--- src/rtl/load_store_unit.sv ---
// Load/store unit: data-bus initiator that computes ea = base + sext(offset), runs one bus access and returns extended load data or a fault.
// Latency: 2 cycles from acceptance to resp_valid for an aligned access; 1 for a misaligned fault; 1 + beats when split.
// Backpressure: one request in flight; req_ready only in IDLE; the response is held stable until resp_ready.
//
// Build option: define MISALIGNED_SPLIT_EN to break misaligned H/W accesses into byte beats instead of faulting.
//
// Ports:
//   clk, reset          - clock, synchronous active-high reset
//   req_*               - request from execute (valid/ready), funct3 width/sign code, base, offset, store data, rd tag
//   resp_*              - response to writeback (valid/ready), extended data, rd tag, exception flag + cause
//   bus_rw/len/addr/write - bus command, driven only during ACCESS, zero otherwise
//   bus_read, bus_exception - combinational bus return for the current address
module load_store_unit #(
  parameter int ADDR_W = 32,
  parameter int IMM_W  = 12
) (
  input  logic              clk,
  input  logic              reset,
  input  logic              req_valid,
  output logic              req_ready,
  input  logic              req_store,
  input  logic [2:0]        req_funct3,
  input  logic [ADDR_W-1:0] req_base,
  input  logic [IMM_W-1:0]  req_offset,
  input  logic [31:0]       req_wdata,
  input  logic [4:0]        req_rd,
  output logic              resp_valid,
  input  logic              resp_ready,
  output logic [31:0]       resp_data,
  output logic [4:0]        resp_rd,
  output logic              resp_exception,
  output logic [3:0]        resp_cause,
  output logic              bus_rw,
  output logic [1:0]        bus_len,
  output logic [ADDR_W-1:0] bus_addr,
  output logic [31:0]       bus_write,
  input  logic [31:0]       bus_read,
  input  logic              bus_exception
);

  typedef enum logic [1:0] {
    IDLE   = 2'd0,
    ACCESS = 2'd1,
    RESP   = 2'd2
  } state_t;

  state_t state_q, state_d;

  // Latched request
  logic [ADDR_W-1:0] ea_q;
  logic [1:0]        len_q;
  logic              store_q;
  logic [2:0]        funct3_q;
  logic [31:0]       wdata_q;
  logic [4:0]        rd_q;

  // Byte-beat bookkeeping (only ever active in the split build)
  logic              split_q;
  logic [1:0]        beat_q;
  logic [31:0]       rbuf_q;

  // Response registers
  logic [31:0]       data_q;
  logic              exc_q;
  logic [3:0]        cause_q;

  logic [ADDR_W-1:0] ea;
  logic [1:0]        req_len;
  logic              misaligned;
  logic              split_ok;
  logic              accept;
  logic              last_beat;
  logic [31:0]       raw_word;

  function automatic logic [31:0] extend(input logic [2:0] f3, input logic [31:0] w);
    case (f3)
      3'b000:  extend = {{24{w[7]}}, w[7:0]};
      3'b001:  extend = {{16{w[15]}}, w[15:0]};
      3'b100:  extend = {24'h0, w[7:0]};
      3'b101:  extend = {16'h0, w[15:0]};
      default: extend = w;
    endcase
  endfunction

  assign ea      = req_base + {{(ADDR_W-IMM_W){req_offset[IMM_W-1]}}, req_offset};
  assign req_len = req_funct3[1:0];

  // len 3 is not a legal width; folding it into "misaligned" makes it fault.
  assign misaligned = ((req_len == 2'd1) && ea[0]) ||
                      ((req_len == 2'd2) && (ea[1:0] != 2'b00)) ||
                      (req_len == 2'd3);

`ifdef MISALIGNED_SPLIT_EN
  assign split_ok = misaligned && (req_len != 2'd3);
`else
  assign split_ok = 1'b0;
`endif

  assign accept = req_valid && (state_q == IDLE);

  // H needs beats 0..1, W needs 0..3.
  assign last_beat = !split_q || (beat_q == ((len_q == 2'd1) ? 2'd1 : 2'd3));

  // Split loads accumulate little-endian; the final beat's byte is merged combinationally.
  always_comb begin
    raw_word = bus_read;
    if (split_q) begin
      raw_word = rbuf_q;
      raw_word[{beat_q, 3'b000} +: 8] = bus_read[7:0];
    end
  end

  // Bus is fully quiet outside ACCESS so no stray writes can reach IO.
  always_comb begin
    bus_rw    = 1'b0;
    bus_len   = 2'd0;
    bus_addr  = '0;
    bus_write = '0;
    if (state_q == ACCESS) begin
      bus_rw = store_q;
      if (split_q) begin
        bus_len   = 2'd0;
        bus_addr  = ea_q + ADDR_W'(beat_q);
        bus_write = {24'h0, wdata_q[{beat_q, 3'b000} +: 8]};
      end else begin
        bus_len   = len_q;
        bus_addr  = ea_q;
        bus_write = wdata_q;
      end
    end
  end

  always_comb begin
    state_d = state_q;
    case (state_q)
      IDLE:    if (accept) state_d = (misaligned && !split_ok) ? RESP : ACCESS;
      ACCESS:  if (bus_exception || last_beat) state_d = RESP;
      RESP:    if (resp_ready) state_d = IDLE;
      default: state_d = IDLE;
    endcase
  end

  always_ff @(posedge clk) begin
    if (reset) begin
      state_q  <= IDLE;
      ea_q     <= '0;
      len_q    <= 2'd0;
      store_q  <= 1'b0;
      funct3_q <= 3'd0;
      wdata_q  <= 32'h0;
      rd_q     <= 5'd0;
      split_q  <= 1'b0;
      beat_q   <= 2'd0;
      rbuf_q   <= 32'h0;
      data_q   <= 32'h0;
      exc_q    <= 1'b0;
      cause_q  <= 4'd0;
    end else begin
      state_q <= state_d;
      case (state_q)
        IDLE: begin
          if (accept) begin
            ea_q     <= ea;
            len_q    <= req_len;
            store_q  <= req_store;
            funct3_q <= req_funct3;
            wdata_q  <= req_wdata;
            rd_q     <= req_rd;
            split_q  <= split_ok;
            beat_q   <= 2'd0;
            rbuf_q   <= 32'h0;
            data_q   <= 32'h0;
            exc_q    <= misaligned && !split_ok;
            cause_q  <= (misaligned && !split_ok) ? (req_store ? 4'd6 : 4'd4) : 4'd0;
          end
        end
        ACCESS: begin
          if (bus_exception) begin
            // Earlier split store bytes stay written; only the response reports the fault.
            exc_q   <= 1'b1;
            cause_q <= store_q ? 4'd7 : 4'd5;
            data_q  <= 32'h0;
          end else if (last_beat) begin
            exc_q   <= 1'b0;
            cause_q <= 4'd0;
            data_q  <= store_q ? 32'h0 : extend(funct3_q, raw_word);
          end else begin
            beat_q <= beat_q + 2'd1;
            rbuf_q <= raw_word;
          end
        end
        default: ;
      endcase
    end
  end

  assign req_ready      = (state_q == IDLE);
  assign resp_valid     = (state_q == RESP);
  assign resp_data      = data_q;
  assign resp_rd        = rd_q;
  assign resp_exception = exc_q;
  assign resp_cause     = cause_q;

endmodule
--- config.mk ---
export PLATFORM = sky130hd
export DESIGN_NAME = load_store_unit
export DESIGN_NICKNAME = d
export VERILOG_FILES = /design/src/rtl/load_store_unit.sv
export SDC_FILE = /design/constraint.sdc
export NUM_CORES = 1
export LEC_CHECK = 0
export BUFFER_PORTS_ARGS = -buffer_cell sky130_fd_sc_hd__buf_2
export CAP_MARGIN = 30
export CORE_MARGIN = 5
export CORE_UTILIZATION = 50
export CTS_CLUSTER_DIAMETER = 150
export DETAILED_ROUTE_END_ITERATION = 6
export HOLD_SLACK_MARGIN = 0.1
export PLACE_DENSITY = 0.87
export SKIP_CTS_REPAIR_TIMING = 1
export SLEW_MARGIN = 30
export SYNTH_ARGS = -nofsm -noshare
export SYNTH_HDL_FRONTEND = slang
export SYNTH_SLANG_ARGS = --single-unit
--- constraint.sdc ---
create_clock -name clk -period 2.63 [get_ports clk]
set_input_delay 0.1315 -clock clk [delete_from_list [all_inputs] [get_ports clk]]
set_output_delay 0.1315 -clock clk [all_outputs]
set_load 0.01 [all_outputs]
# After elaboration in Yosys (flattened, before gate mapping)
# Index checks and enable logic that the tools add are counted.
[word_totals]
wordCells = 55
out_inout_bits = 111
in_bits = 122
ff_bits = 114
[classes]
n_mux = 22
addsub = 1
eq_ne = 10
reduce_logical = 12
[op_table]
columns = ["cell", "n"]
rows = [
  ["32-bit 2-to-1 mux", 5],
  ["32-bit one-hot mux with 4 select lines", 1],
  ["32-bit one-hot mux with 2 select lines", 1],
  ["32-bit adder", 1],
  ["2-bit 2-to-1 mux", 6],
  ["4-bit one-hot mux with 2 select lines", 1],
  ["2-bit equality test, second input constant", 3],
  ["3-bit equality test, second input constant", 2],
  ["3-bit 2-to-1 mux", 2],
  ["2-bit one-hot mux with 3 select lines", 1],
  ["2-bit AND reduction", 3],
  ["2-bit by 1-bit equality test with 1-bit output, second input constant", 2],
  ["4-bit 2-to-1 mux", 1],
  ["2-bit by 1-bit inequality test with 1-bit output, second input constant", 2],
  ["2-bit nonzero test", 2],
  ["3-bit by 1-bit equality test with 1-bit output, second input constant", 1],
  ["1-bit logical AND", 3],
  ["3-bit logical NOT", 1],
  ["1-bit 2-to-1 mux", 3],
  ["2-bit logical NOT", 1],
  ["1-bit logical OR", 2],
  ["1-bit one-hot mux with 2 select lines", 1],
]

# Depth between registers and ports, before layout
# Gate-level depths: netlist of the first run.
[depth]
ltp_word = 8
ltp_mapped = 9
mapped_depth_nobuf = 9

# Least setup slack after synthesis of the first run
# OpenSTA, ideal clock, no wires.
[synth_path]
path_kind = "input port to flip-flop"
startpoint = "input port req_base[0]"
endpoint = "register ea_q[24]"
setup_ns = 0.117
cell_stages = 9
n_path_buf = 0
required_ns = 2.513
path_slack_ns = 0.277
arrival_time_ns = 2.235
path_cell_list = "ha_1 > fa_1 > a21o_1 > a311oi_1 > nor3_1 > o21ai_1 > a21oi_1 > or3_1 > a32o_1"
[synth_between]
elab_chain_cells = 1
[synth_rtl]
columns = ["element", "line_no", "source"]
rows = [
  ["start, declared", "23", "input logic [ADDR_W-1:0] req_base,"],
  ["32-bit adder", "85", "assign ea = req_base + {{(ADDR_W-IMM_W){req_offset[IMM_W-1]}}, req_offset};"],
  ["end signal, assigned", "146", "ea_q <= '0;"],
  ["end signal, assigned", "163", "ea_q <= ea;"],
  ["end, declared", "50", "logic [ADDR_W-1:0] ea_q;"],
]
# Every way passes these cells.
# A chain may end at the register's enable or synchronous reset.

# Worst setup path after layout of the first run
# Ends and elaborated chain as after synthesis.

==> results.md, run 1 <==
- Post-synth EDFFs: 0
- CP peak stage delay: 0.44 ns
- Routed WL per cell: roughly 16 um
- Mux cell area share after synthesis: 0.00327
- Antenna-violating nets left: 0
- Number of buffers and inverters on the critical path: 2
- Synth unique cells: 53
- Tmin final: about 2.3 ns
- Global-route wire length before repair: approximately 29000 um
- Skew-Pair Late Insertion Delay: about 0.35 ns
- Sequential share of power: 0.431
- Max-slew violation count: 0
- Slew @ Worst Pin: 0.612 ns
- Run status: completed
- Hold Slack: around 0.087 ns
- Reg-to-Reg End: resp_data[27]$_SDFFE_PP0P_
- Cell leakage power: approximately 0.0038 uW
- Clock transition time at the flip-flop clock pins of the worst setup and hold paths: 0.07 ns
- RSZ-0062 raised after global routing: false
- Pint: 2980 uW
- Critical R2R Launch: state_q[1]$_SDFFE_PP0P_
- Critical path data arrival time: ~2.5 ns
- Syn_area_per_cell: about 7.4 um^2
- Most numerous cell in the Yosys netlist: nand2_1
- Post-Synth Adder-Cell Area: 0.0667
- Largest net degree at the start of global routing: between 50 and 60
- Finish-stage setup viols: 0
- Switching pwr: roughly 1300 uW
- Worst path top cell family by delay: compound AO/OA/AOI/OAI gates
- Row cnt: 40
- Clk pwr share: 0.326
- Worst-path cell chain: buf_2 > ha_1 > fa_1 > a21o_1 > a311oi_1 > buf_4 > nor3_1 > o21ai_1 > a21oi_1 > or3_1 > a32o_1
- Final #Nets: 1241
- Yosys reg bits: 110
- Seq/Total Area, Yosys: 0.360
- Final Hold Vio Count: 0
- Placer Congestion: 0.993
- Simple-Gate Fraction of Synth Area: 0.267
- Initial antenna violation count: 1
- Hold path endpoint: resp_data[29]$_SDFFE_PP0P_
- Worst Path Max Fanout: 4
- Max-cap viol count: 0
- TNS Setup: 0 ns
- Die Ht: roughly 120 um
- H-tree depth: 3
- Root Driver: clkbuf_16
- Skew final: 0.0100 ns
- Pwr dens: about 520 nW/um^2
- Post-synth top cells: nand2_1, a21oi_1, dfxtp_1
- Post-Syn Nets: about 1000
- Vias in the first global route: roughly 6000
- Worst min path class: in2reg
- Hpwl dp: around 14000 um
- Synth Area in Compound Gates: 0.229
- Most used DFF post-synth: dfxtp_1
- Largest cells by area after synthesis: dfxtp_1, a21oi_1, nand2_1
- Number of buffers added on ports: around 230
- Worst VDD drop: 0.308 mV
- Router iterations before antenna repair: 5
- Startpoint types: input pin
- Vias per cell: roughly 5.6
- Die X: around 120 um
- Synthesized cell area: between 6000 and 7000 um^2
- Fraction of registers with async set/reset: 0
- Synthesized instance count: around 830
- CTS Buf Count: 9
- Total global-route track usage: 0.239
- Cell depth of the worst hold path: 3
- Reg2Reg Setup Slack: 0.76 ns
- Comb pwr share: 0.244
- Rel. slew slack: 0.592
- GR Overflow Total: 0
- Sw Ratio: 0.304
- Ys Warns: 0
- Critical Path RT: ~2.9 ns
- CTS max path bufs: 2
- Area of the core: around 12000 um^2
- Io pins: approximately 230
- DRC: 0
- Post-synth top area share: 0.360
- Fraction of layout cells with a size suffix above 1: 0.257
- Total wire length: between 20000 and 25000 um
- Initial DRC count: roughly 550
- F_max: 443 MHz
- Die ar.: between 10000 and 15000 um^2
- Hold_sp: bus_read[29]
- Area growth syn-to-layout: 35.0%
- Largest family of logic cells by synthesized area: simple AND/OR/NAND/NOR gates
- Fin crit share: 0.857
- Slowest-stage cell, CP: fa_1
- Crit. End Element: flop
- Synth Area in XOR/XNOR: 0.0315
- Clock sink count: 110
- Leading area contributor after synthesis: dfxtp_1
- TritonCTS clock tree: done
- Via count: 6913
- Initial cell density of the core: 0.509
- Setup CP Type: in2reg
- Worst Reg-to-Reg Cells: 6
layout by cell type, fill, tap and decap left out, types with 6 or more instances in the layout:
master	n
buf_2	230
nand2_1	164
a21oi_1	129
dfxtp_1	110
and2_1	68
nor2_1	56
dlygate4sd3_1	49
o21ai_0	45
ha_1	31
buf_4	24
o21ai_1	16
nand3_1	14
nor3_1	12
xnor2_1	12
xor2_1	10
inv_1	9
a22oi_1	9
clkbuf_16	9
a21o_1	6
o21a_1	6
state kept, by name (all words and copies together) (netlist names):
signal,flops
store_q,1
len_q,1
resp_data,32
wdata_q,32
state_q,2
funct3_q,2
ea_q,32
resp_cause,3
resp_rd,5
kinds of logic after synthesis:
kind of cell / Yosys count
multiplexers: 2
XOR/XNOR: 22
AO/OA/AOI/OAI: 245
AND/OR/NAND/NOR: 351
buffers and inverters: 63
flip-flops: 110
adder cells (fa/ha/maj): 32
other: 1
worst max path at each step:
stage                start                    end  cells after the start
6_report       req_base[0]  ea_q[24]$_SDFFE_PP0P_                     11
5_1_grt        req_base[0]  ea_q[24]$_SDFFE_PP0P_                     11
4_1_cts        req_base[0]  ea_q[24]$_SDFFE_PP0P_                     11
3_5_place_dp   req_base[0]  ea_q[24]$_SDFFE_PP0P_                     11
3_3_place_gp   req_base[0]  ea_q[24]$_SDFFE_PP0P_                     11
2_1_floorplan  req_base[0]  ea_q[24]$_SDFFE_PP0P_                      9
through the flow:
stage | cell area [um^2] | setup slack (ns) | util | instances | power (uW)
after global routing | 8250 | 0.260 | 0.687 | 1240 | 4510
after CTS | 7760 | 0.411 | 0.646 | 1190 | 4230
final | 8250 | 0.375 | 0.687 | 1241 | 4280
after floorplan | 6110 | 0.277 | - | 826 | 2510
after detailed placement | 7450 | 0.0525 | 0.620 | 1174 | 2850
after global placement | 7450 | 0.107 | 0.620 | 1174 | 2830
final cells by class:
class | count | area, um^2
timing repair buffer | 304 | 1840
multi-input combinational | 653 | 3680
antenna | 2 | 5.00
fill | 1011 | 3760
clock buffer | 10 | 229
clock inverter | 6 | 81.3
inverter | 9 | 33.8
sequential | 110 | 2200
tap | 147 | 184
metal layers:
| layer | wire length (um) | up-vias | track usage | share of wire |
|---|---|---|---|---|
| met2 | 9820 | 312 | 0.411 | 0.49 |
| met5 | 0 | - | 0 | 0 |
| met1 | 7960 | 3173 | 0.304 | 0.40 |
| met4 | 772 | 0 | 0.0800 | 0.039 |
| li1 | - | 3363 | - | - |
| met3 | 1480 | 65 | 0.0407 | 0.074 |
power by group through the flow:
stage / clock network (uW) / registers, uW / logic (uW)
floorplan: 0 / 1870 / 638
global placement: 0 / 1870 / 952
detailed placement: 0 / 1880 / 965
CTS: 1420 / 1840 / 969
global route: 1490 / 1860 / 1160
finish: 1400 / 1840 / 1040
worst min-delay path: stages:
cell     delay (ns)
buf_2          0.07
o21ai_0        0.06
a21oi_1        0.13
No activity file was read; power rests on OpenSTA's default activity.
==> run 2, diff against run 1 <==
Settings changed: CELL_PAD_IN_SITES_DETAIL_PLACEMENT from default to 1, CELL_PAD_IN_SITES_GLOBAL_PLACEMENT from default to 1, CORE_UTILIZATION 50 to 35, PLACE_DENSITY 0.87 to 0.88.
==> results.md, run 2 (synthesized netlist as in run 1, its figures left out) <==
- Slew @ Worst Pin: 0.679 ns (+0.0665 ns)
- Initial DRC count: 285 (-48%)
- CP peak stage delay: 0.43 ns (about the same)
- DRC: 0 (unchanged)
- Max-cap viol count: 0 (unchanged)
- Io pins: 233 (unchanged)
- Most frequent cells in the layout: buf_2, nand2_1, a21oi_1
- Worst min path class: in2reg
- H-tree depth: 3 (unchanged)
- Worst-path cell chain: buf_2 > ha_1 > fa_1 > a21o_1 > a311oi_1 > nor3_1 > o21ai_1 > a21oi_1 > or3_1 > a32o_1
- Via count: 6956 (+0.62%)
- Skew-Pair Late Insertion Delay: 0.36 ns (about the same)
- Worst Path Max Fanout: 3 (-1)
- Fin crit share: 0.871 (+0.0133)
- Worst VDD drop: 0.316 mV (+2.6%)
- Met2 wire length: 12500 um (+28%)
- Max-slew violation count: 0 (unchanged)
- Critical path data arrival time: 2.54 ns (+0.05 ns)
- Final worst-path setup slack: 0.340 ns (-0.0350 ns)
- Routed WL per cell: 18.6 um (+15%)
- Finish-stage setup viols: 0 (unchanged)
- Initial antenna violation count: 1 (unchanged)
- Area growth syn-to-layout: 36.6%
- Total wire length: 24500 um (+22%)
- Fraction of layout cells with a size suffix above 1: 0.256 (-0.000916)
- GR Overflow Total: 0 (unchanged)
- F_max: 437 MHz (-1.5%)
- Area of the core: 17200 um^2 (+43%)
- Run status: completed
- Skew final: 0.0107 ns (+0.000667 ns)
- Clock sink count: 110 (unchanged)
- Crit. End Element: flop
- Power Total: 4330 uW (+1.1%)
- Rel. slew slack: 0.545 (-0.0468)
- Router iterations before antenna repair: 4 (-1)
- Die Ht: 142 um (+18%)
- Hpwl dp: 17100 um (+22%)
- RSZ-0062 raised after global routing: false
- Tmin final: 2.29 ns (+0.0350 ns)
- Vias per cell: 5.28 (-5.3%)
- Fill count: 2248 (+120%)
- Setup CP Type: in2reg
- Critical Path RT: 2.88 ns (about the same)
- DR top layer: met4
- Cell leakage power: 0.00382 uW (-0.13%)
- Placer Congestion: 0.874 (-12%)
- Final #Nets: 1241 (unchanged)
- Slowest-stage cell, CP: fa_1
- Initial cell density of the core: 0.355 (-0.154)
- CTS Buf Count: 9 (unchanged)
- Pwr dens: 519 nW/um^2 (about the same)
- TritonCTS clock tree: done
- Final Hold Vio Count: 0 (unchanged)
- Die ar.: 20200 um^2 (+39%)
- Die X: 142 um (+18%)
- Vias in the first global route: 6776 (+13%)
- Number of buffers added on ports: 231 (unchanged)
- Clock transition time at the flip-flop clock pins of the worst setup and hold paths: 0.08 ns (about the same)
- CTS max path bufs: 2 (unchanged)
- Largest net degree at the start of global routing: 55 (-3.5%)
- Root Driver: clkbuf_16
- Antenna-violating nets left: 0 (unchanged)
- M1 wire length: 10100 um (+26%)
- Total global-route track usage: 0.213 (-0.0263)
- Most common cell after layout, fill and taps aside: buf_2
- Row cnt: 48 (+20%)
- Global-route wire length before repair: 34900 um (+21%)
- DP Worst Slack: -0.0284 ns (-0.0809 ns)
- Metal3 WL: 1180 um (-20%)
- Startpoint types: input pin
[run 2: worst paths after layout]
path / depth (start not counted) / endpoint / slack (ns) / start
max reg2reg: 6 / resp_data[25]$_SDFFE_PP0P_ / 0.65 / state_q[0]$_SDFFE_PP0P_
max: 10 / ea_q[24]$_SDFFE_PP0P_ / 0.34 / req_base[0]
min reg2reg: 2 / ea_q[8]$_SDFFE_PP0P_ / 0.45 / ea_q[8]$_SDFFE_PP0P_
min: 3 / resp_data[22]$_SDFFE_PP0P_ / 0.07 / bus_read[22]
[run 2: final cells by class]
class / instances / area (um^2) / area share
Multi-Input combinational cell: 653 / 3680 / 0.441
Clock inverter: 7 / 73.8 / 0.00884
Sequential cell: 110 / 2200 / 0.264
Antenna cell: 1 / 2.50 / 0.000300
Timing Repair Buffer: 304 / 1850 / 0.221
Clock buffer: 9 / 225 / 0.0270
Tap cell: 225 / 282 / 0.0337
Inverter: 9 / 33.8 / 0.00405
[run 2: routing by layer]
metal / track usage / up-vias
met5: 0 / -
met2: 0.390 / 219
met3: 0.0289 / 43
met1: 0.256 / 3332
met4: 0.0677 / 0
li1: - / 3362
[run 2: worst max-delay path: cells and delay by family]
family          cells  cell delay (ns)
buf+inv             1             0.10
simple gates        2             0.46
compound gates      5             1.20
fa+ha+maj           2             0.66
[run 2: stage by stage]
stage,hold WS (ns),area (um^2),setup TNS (ns),std cells,utilization
after floorplan,0.267,6110,0,826,-
after global placement,0.364,7520,0,1249,0.436
after global routing,0.109,8350,0,1318,0.484
after detailed placement,0.379,7530,-0.0284,1249,0.437
after CTS,-0.0121,7830,0,1265,0.454
final,0.0730,8350,0,1318,0.484
[run 2: where the power goes]
part           switching (uW)  internal (uW)  leakage (uW)
Combinational             642            444       0.00278
Clock                     718            675      0.000147
Sequential               71.3           1780      0.000899
Total                    1430           2900       0.00382
